## src/rtl/cpu_types_pkg.sv

```systemverilog
// ============================================================================
// cpu_types_pkg : basic datapath word type shared across the CPU
// Revision      : 1.0
// ============================================================================
`default_nettype none

package cpu_types_pkg;

  typedef logic [31:0] word_t;

endpackage

`default_nettype wire

```

## src/rtl/aww_types_pkg.sv

```systemverilog
// ============================================================================
// aww_types_pkg : instruction-cache geometry, frame layout and FSM states
// Revision      : 1.0
// ============================================================================
`default_nettype none

package aww_types_pkg;

  localparam int ICACHE_SETS = 16;
  localparam int IIDX_W      = 4;
  localparam int ITAG_W      = 26;

  typedef struct packed {
    logic                valid;
    logic [ITAG_W-1:0]   tag;
    cpu_types_pkg::word_t data;
  } icache_frame_t;

  typedef enum logic {
    IDLE  = 1'b0,
    FETCH = 1'b1
  } icache_state_t;

  // Byte address layout: tag[31:6], index[5:2], byte offset[1:0].
  function automatic logic [IIDX_W-1:0] addr_index(input cpu_types_pkg::word_t addr);
    return addr[5:2];
  endfunction

  function automatic logic [ITAG_W-1:0] addr_tag(input cpu_types_pkg::word_t addr);
    return addr[31:6];
  endfunction

endpackage

`default_nettype wire

```

## src/rtl/icache_if.sv

```systemverilog
// ============================================================================
// icache_if : datapath-side and memory-side signals of the instruction cache
// Revision  : 1.0
// ============================================================================
`default_nettype none

interface icache_if;
  import cpu_types_pkg::*;

  logic  imemREN;
  word_t imemaddr;
  logic  ihit;
  word_t imemload;
  logic  iREN;
  word_t iaddr;
  logic  iwait;
  word_t iload;

  // Cache view.
  modport slave (
    input  imemREN, imemaddr, iwait, iload,
    output ihit, imemload, iREN, iaddr
  );

  // Datapath plus memory view.
  modport master (
    output imemREN, imemaddr, iwait, iload,
    input  ihit, imemload, iREN, iaddr
  );

endinterface

`default_nettype wire

```

## src/rtl/icache.sv

```systemverilog
// ============================================================================
// icache : direct-mapped 16-frame instruction cache, one word per frame
// Revision : 1.0
// ============================================================================
`default_nettype none

module icache
  import cpu_types_pkg::*;
  import aww_types_pkg::*;
(
  input  wire logic CLK,
  input  wire logic nRST,
  icache_if.slave   cif
);

  icache_frame_t       r_frames [ICACHE_SETS];
  icache_state_t       r_state;
  word_t               r_miss_addr;
  word_t               r_iaddr;
  logic                r_iren;

  logic [IIDX_W-1:0]   w_idx;
  logic [ITAG_W-1:0]   w_tag;
  icache_frame_t       w_frame;
  logic                w_hit;
  logic                w_fill;
  logic [IIDX_W-1:0]   w_miss_idx;
  logic [ITAG_W-1:0]   w_miss_tag;
  logic                w_unused;

  assign w_idx      = addr_index(cif.imemaddr);
  assign w_tag      = addr_tag(cif.imemaddr);
  assign w_frame    = r_frames[w_idx];
  assign w_hit      = (r_state == IDLE) && cif.imemREN && w_frame.valid && (w_frame.tag == w_tag);
  assign w_fill     = (r_state == FETCH) && !cif.iwait;
  assign w_miss_idx = addr_index(r_miss_addr);
  assign w_miss_tag = addr_tag(r_miss_addr);
  assign w_unused   = ^{cif.imemaddr[1:0], r_miss_addr[1:0]};

  // Hit path is purely combinational so a resident word returns the same cycle.
  assign cif.ihit     = w_hit;
  assign cif.imemload = w_frame.data;
  assign cif.iREN     = r_iren;
  assign cif.iaddr    = r_iaddr;

  always_ff @(posedge CLK) begin
    if (!nRST) begin
      r_state     <= IDLE;
      r_miss_addr <= '0;
      r_iaddr     <= '0;
      r_iren      <= 1'b0;
    end else begin
      case (r_state)
        IDLE: begin
          if (cif.imemREN && !w_hit) begin
            r_miss_addr <= {cif.imemaddr[31:2], 2'b00};
            r_iaddr     <= {cif.imemaddr[31:2], 2'b00};
            r_iren      <= 1'b1;
            r_state     <= FETCH;
          end
        end
        FETCH: begin
          // A fetch always runs to completion even if the datapath drops its request.
          if (!cif.iwait) begin
            r_iaddr <= '0;
            r_iren  <= 1'b0;
            r_state <= IDLE;
          end
        end
        default: begin
          r_iaddr <= '0;
          r_iren  <= 1'b0;
          r_state <= IDLE;
        end
      endcase
    end
  end

  // Tags and data are cleared too so imemload never shows unknown content.
  always_ff @(posedge CLK) begin
    if (!nRST) begin
      for (int i = 0; i < ICACHE_SETS; i++) begin
        r_frames[i] <= '0;
      end
    end else if (w_fill) begin
      r_frames[w_miss_idx] <= '{valid: 1'b1, tag: w_miss_tag, data: cif.iload};
    end
  end

endmodule

`default_nettype wire

```

## src/flat_wrapper.sv

```systemverilog
// flat-port wrapper written by rule: the top's interface ports become plain ports
module icache_flat import cpu_types_pkg::*; import aww_types_pkg::*;
  (CLK, nRST, cif_imemREN, cif_imemaddr, cif_iwait, cif_iload, cif_ihit, cif_imemload, cif_iREN, cif_iaddr);
  icache_if cif_i ();
  input  wire logic CLK;
  input  wire logic nRST;
  input wire logic [$bits(cif_i.imemREN)-1:0] cif_imemREN;
  input wire logic [$bits(cif_i.imemaddr)-1:0] cif_imemaddr;
  input wire logic [$bits(cif_i.iwait)-1:0] cif_iwait;
  input wire logic [$bits(cif_i.iload)-1:0] cif_iload;
  output wire logic [$bits(cif_i.ihit)-1:0] cif_ihit;
  output wire logic [$bits(cif_i.imemload)-1:0] cif_imemload;
  output wire logic [$bits(cif_i.iREN)-1:0] cif_iREN;
  output wire logic [$bits(cif_i.iaddr)-1:0] cif_iaddr;
  assign cif_i.imemREN = cif_imemREN;
  assign cif_i.imemaddr = cif_imemaddr;
  assign cif_i.iwait = cif_iwait;
  assign cif_i.iload = cif_iload;
  assign cif_ihit = cif_i.ihit;
  assign cif_imemload = cif_i.imemload;
  assign cif_iREN = cif_i.iREN;
  assign cif_iaddr = cif_i.iaddr;
  icache u_core (.CLK(CLK), .nRST(nRST), .cif(cif_i));
endmodule
```

## config.mk

```make
export PLATFORM = sky130hd
export DESIGN_NAME = icache_flat
export DESIGN_NICKNAME = d
export VERILOG_FILES = /design/src/rtl/cpu_types_pkg.sv /design/src/rtl/aww_types_pkg.sv /design/src/rtl/icache_if.sv /design/src/rtl/icache.sv /design/src/flat_wrapper.sv
export SDC_FILE = /design/constraint.sdc
export NUM_CORES = 1
export LEC_CHECK = 0
export BUFFER_PORTS_ARGS = -buffer_cell sky130_fd_sc_hd__buf_2
export CAP_MARGIN = 25
export CELL_PAD_IN_SITES_DETAIL_PLACEMENT = 0
export CELL_PAD_IN_SITES_GLOBAL_PLACEMENT = 1
export CORE_UTILIZATION = 45
export DETAILED_ROUTE_END_ITERATION = 8
export PLACE_DENSITY = 0.8
export SLEW_MARGIN = 20
export SYNTH_ARGS = -nofsm -noshare
export SYNTH_HDL_FRONTEND = slang
export SYNTH_SLANG_ARGS = --single-unit
```

## constraint.sdc

```tcl
create_clock -name CLK -period 7.25 [get_ports CLK]
set_clock_uncertainty 0.15 [all_clocks]
set_input_delay 1.45 -clock CLK [delete_from_list [all_inputs] [get_ports CLK]]
set_output_delay 1.45 -clock CLK [all_outputs]
set_load 0.1 [all_outputs]
```

==> qor.csv <==
stage,metric,value,unit
setup_path,"Data required, critical path",5650,ps
sta,# setup viols final,0,
sta,Final min period,6500,ps
layout,Fill cells,7993,
synth,dominant cell type by area after synthesis,edfxtp_1,
sta,Fin. Hold Viols,0,
floorplanning,die height,319,microns
placed_design,Placed Cells incl. Taps,4153,
power,Peak VDD IR,0.223,mV
floorplanning,die area,102000,sq um
synth,Adder-Cell Fraction of Synth Area,0,
synth,Yosys warnings,0,
layout,Final nets,3042,
placed_design,Placer Congestion,0.783,
synth,Syn Area/Cell,15.4,sq um
min_path,worst hold path class,reg -> reg,
layout,Finished Layout Cells,4350,
global_routing,first-pass GRT wire length,178,mm
clock_tree,PostCTS Resize Cnt,0,
sta,Min Hold Slack,302,ps
power,Power Total,13.1,mW
synth,Synth Instances,2931,
outcome,outcome,completed,
clock_tree,CTS buffer count,102,
power,sw frac,0.240,
synth,ys flop type,edfxtp_1,
synth,count of cell types in the netlist,58,
synth,XOR/XNOR share of the synthesized area,0.00718,
detailed_routing,vias per cell,5.97,
detailed_routing,final wirelength,123,mm
power,sequential power share,0.504,
global_routing,initial antenna violation count,12,
layout,share of layout cells above drive strength 1,0.214,
synth,post-synthesis compound-gate area fraction,0.0199,
run,MaxCap Viol Count,0,
clock_tree,Clock transition at path regs,60,ps
clock_tree,H-tree lvl count,3,
clock_tree,"Setup Fix Bufs, Post-CTS",0,
global_routing,vias in the first global route,26378,
synth,"Seq/Total Area, Yosys",0.652,
setup_path,crit path kind,in -> out,
power,Clk network pwr share,0.409,
setup_path,worst-path fanout max,50,
sta,fmax,154,MHz
power,P_int,9.99,mW
layout,fin util,0.513,
placed_design,Setup WS pre-CTS,901,ps
detailed_routing,Antenna Violating Nets Remaining,0,
power,Pleak,18.8,nW
sta,RSZ-0062 raised after global routing,false,
detailed_routing,DR WL/cell,28.2,microns
layout,"final std cell area, no fill",50700,sq um
global_routing,Total GRT Usage,0.242,
detailed_routing,# DRC,0,
power,P per Cell Area,259,nW/um^2
power,switching pwr,3.15,mW
detailed_routing,Vias,25971,
power,Gate power share,0.087,
synth,top cell type's share of synthesized area,0.618,
placed_design,DPL Wire Length,63.7,mm
synth,synthesized cell area,45100,sq um
synth,Synth area leaders,"edfxtp_1 62%, and2_1 13%, mux4_2 12%",
detailed_routing,Pre-antenna DRT Iters,6,
sta,measured slew at the worst slew-check pin,1110,ps
floorplanning,core area,98900,sq um
sta,worst setup margin,753,ps
setup_path,worst path cell trace,buf_8 -> buf_4 -> mux4_2 -> nor4b_1 -> a2111oi_0 -> nand3_1 -> o21ai_1 -> nor4_1 -> nand4_2 -> inv_2 -> buf_12,
sta,Final period util,0.896,
synth,asr flop ratio synth,0,
sta,pins over their slew limit,0,
layout,ant diodes,0,
clock_tree,root buffer cell,clkbuf_16,
placed_design,PortBufs,129,
floorplanning,Core Rows,115,
setup_path,CP startpoint kind,input pin,
synth,main combinational cell family by area after synthesis,simple AND/OR/NAND/NOR gates,
synth,most frequent cell after synthesis,and2_1,
floorplanning,initial core utilization,0.457,
clock_tree,"Clk Latency, worst-skew pair",690,ps
clock_tree,Hold Buf Count CTS,0,
clock_tree,CTS tree,built,
global_routing,largest net degree at the start of global routing,69,
floorplanning,I/O pin count,134,
synth,Post-synth EDFFs,928,
synth,post-synthesis mux area share,0.147,
synth,Synth top cells by count,"929 x and2_1, 928 x edfxtp_1, 244 x mux4_2, 204 x clkbuf_1, 105 x mux2i_1",
setup_path,endpoint class of the critical path,output pin,
detailed_routing,DRT iter0 DRCs,3154,
setup_path,WP data arrival,4900,ps
layout,area delta synth->final,12.4,%
clock_tree,CTS max path bufs,3,
clock_tree,Clock Sinks,1006,
synth,simple-gate share of the synthesized area,0.148,
setup_path,slowest CP cell,buf_4,
setup_path,CP Buf/Inv Count,4,
setup_path,Crit path max-delay family,buffers and inverters,
floorplanning,chip width,319,microns
synth,number of register bits inferred by synthesis,1006,
sta,Slew headroom,0.257,
setup_path,"slowest stage delay, CP",630,ps
sta,Post-Route Setup TNS,0,ps
placed_design,placed cell areas,47200,sq um
global_routing,gr ovfl total,0,
==> per-layer routing <==
layer,wire length [microns],up-vias,track usage
met1,49500,13517,0.336
met4,3070,18,0.0687
met3,12400,219,0.0534
met5,121,-,0
met2,57700,1385,0.384
li1,-,10832,-
==> area by class of cell <==
| class | instances | area, sq um | share of cell area |
|---|---|---|---|
| flip-flops and latches | 1006 | 29400 | 0.580 |
| well taps | 1287 | 1610 | 0.0317 |
| multi-input cells | 1652 | 14800 | 0.292 |
| clock inverters | 60 | 623 | 0.0123 |
| inverters | 6 | 23.8 | 0.000469 |
| repair buffers | 206 | 1440 | 0.0284 |
| clock buffers | 133 | 2790 | 0.0550 |
==> cell families after synthesis <==
family          count (synthesis)
simple gates                 1109
mux                           358
xor+xnor                       37
other cells                     1
compound gates                146
flops                        1006
buf+inv                       274
==> registers in the layout (all words and copies together), names as in the netlist <==
name,flops
u_core.cif.iaddr,30
u_core.r_frames,944
u_core.r_miss_addr,30
u_core.cif.iREN,1
u_core.r_state,1
==> cell usage in the layout, fill, tap and decap left out, drive strengths merged, types with 40 or more instances in the layout <==
cell type  count
dfxtp         78
buf          205
o21ai         48
edfxtp       928
clkinv        43
clkbuf       134
mux4         244
nand2         77
a21oi         40
mux2i        105
and2         929
==> worst paths after layout <==
| check | slack [ps] | cells after the start | startpoint | end |
|---|---|---|---|---|
| max | 750 | 11 | cif_imemaddr[2] | cif_ihit |
| min | 300 | 1 | u_core.r_frames[15][58]$_SDFFE_PP1N_ | u_core.r_frames[15][58]$_SDFFE_PP1N_ |
| max reg2reg | 3370 | 11 | u_core.r_frames[7][49]$_DFFE_PP_ | u_core.cif.iaddr[11]$_SDFFE_PN0P_ |
| min reg2reg | 300 | 1 | u_core.r_frames[15][58]$_SDFFE_PP1N_ | u_core.r_frames[15][58]$_SDFFE_PP1N_ |
==> power groups by stage <==
stage	clock network [mW]	logic, mW	registers [mW]
5_1_grt	5.63	1.19	6.64
3_3_place_gp	0	1.13	6.72
6_report	5.37	1.14	6.62
3_5_place_dp	0	1.14	6.74
4_1_cts	5.42	1.14	6.62
2_1_floorplan	0	0.728	6.81
Power figures use the tool's default switching activity.
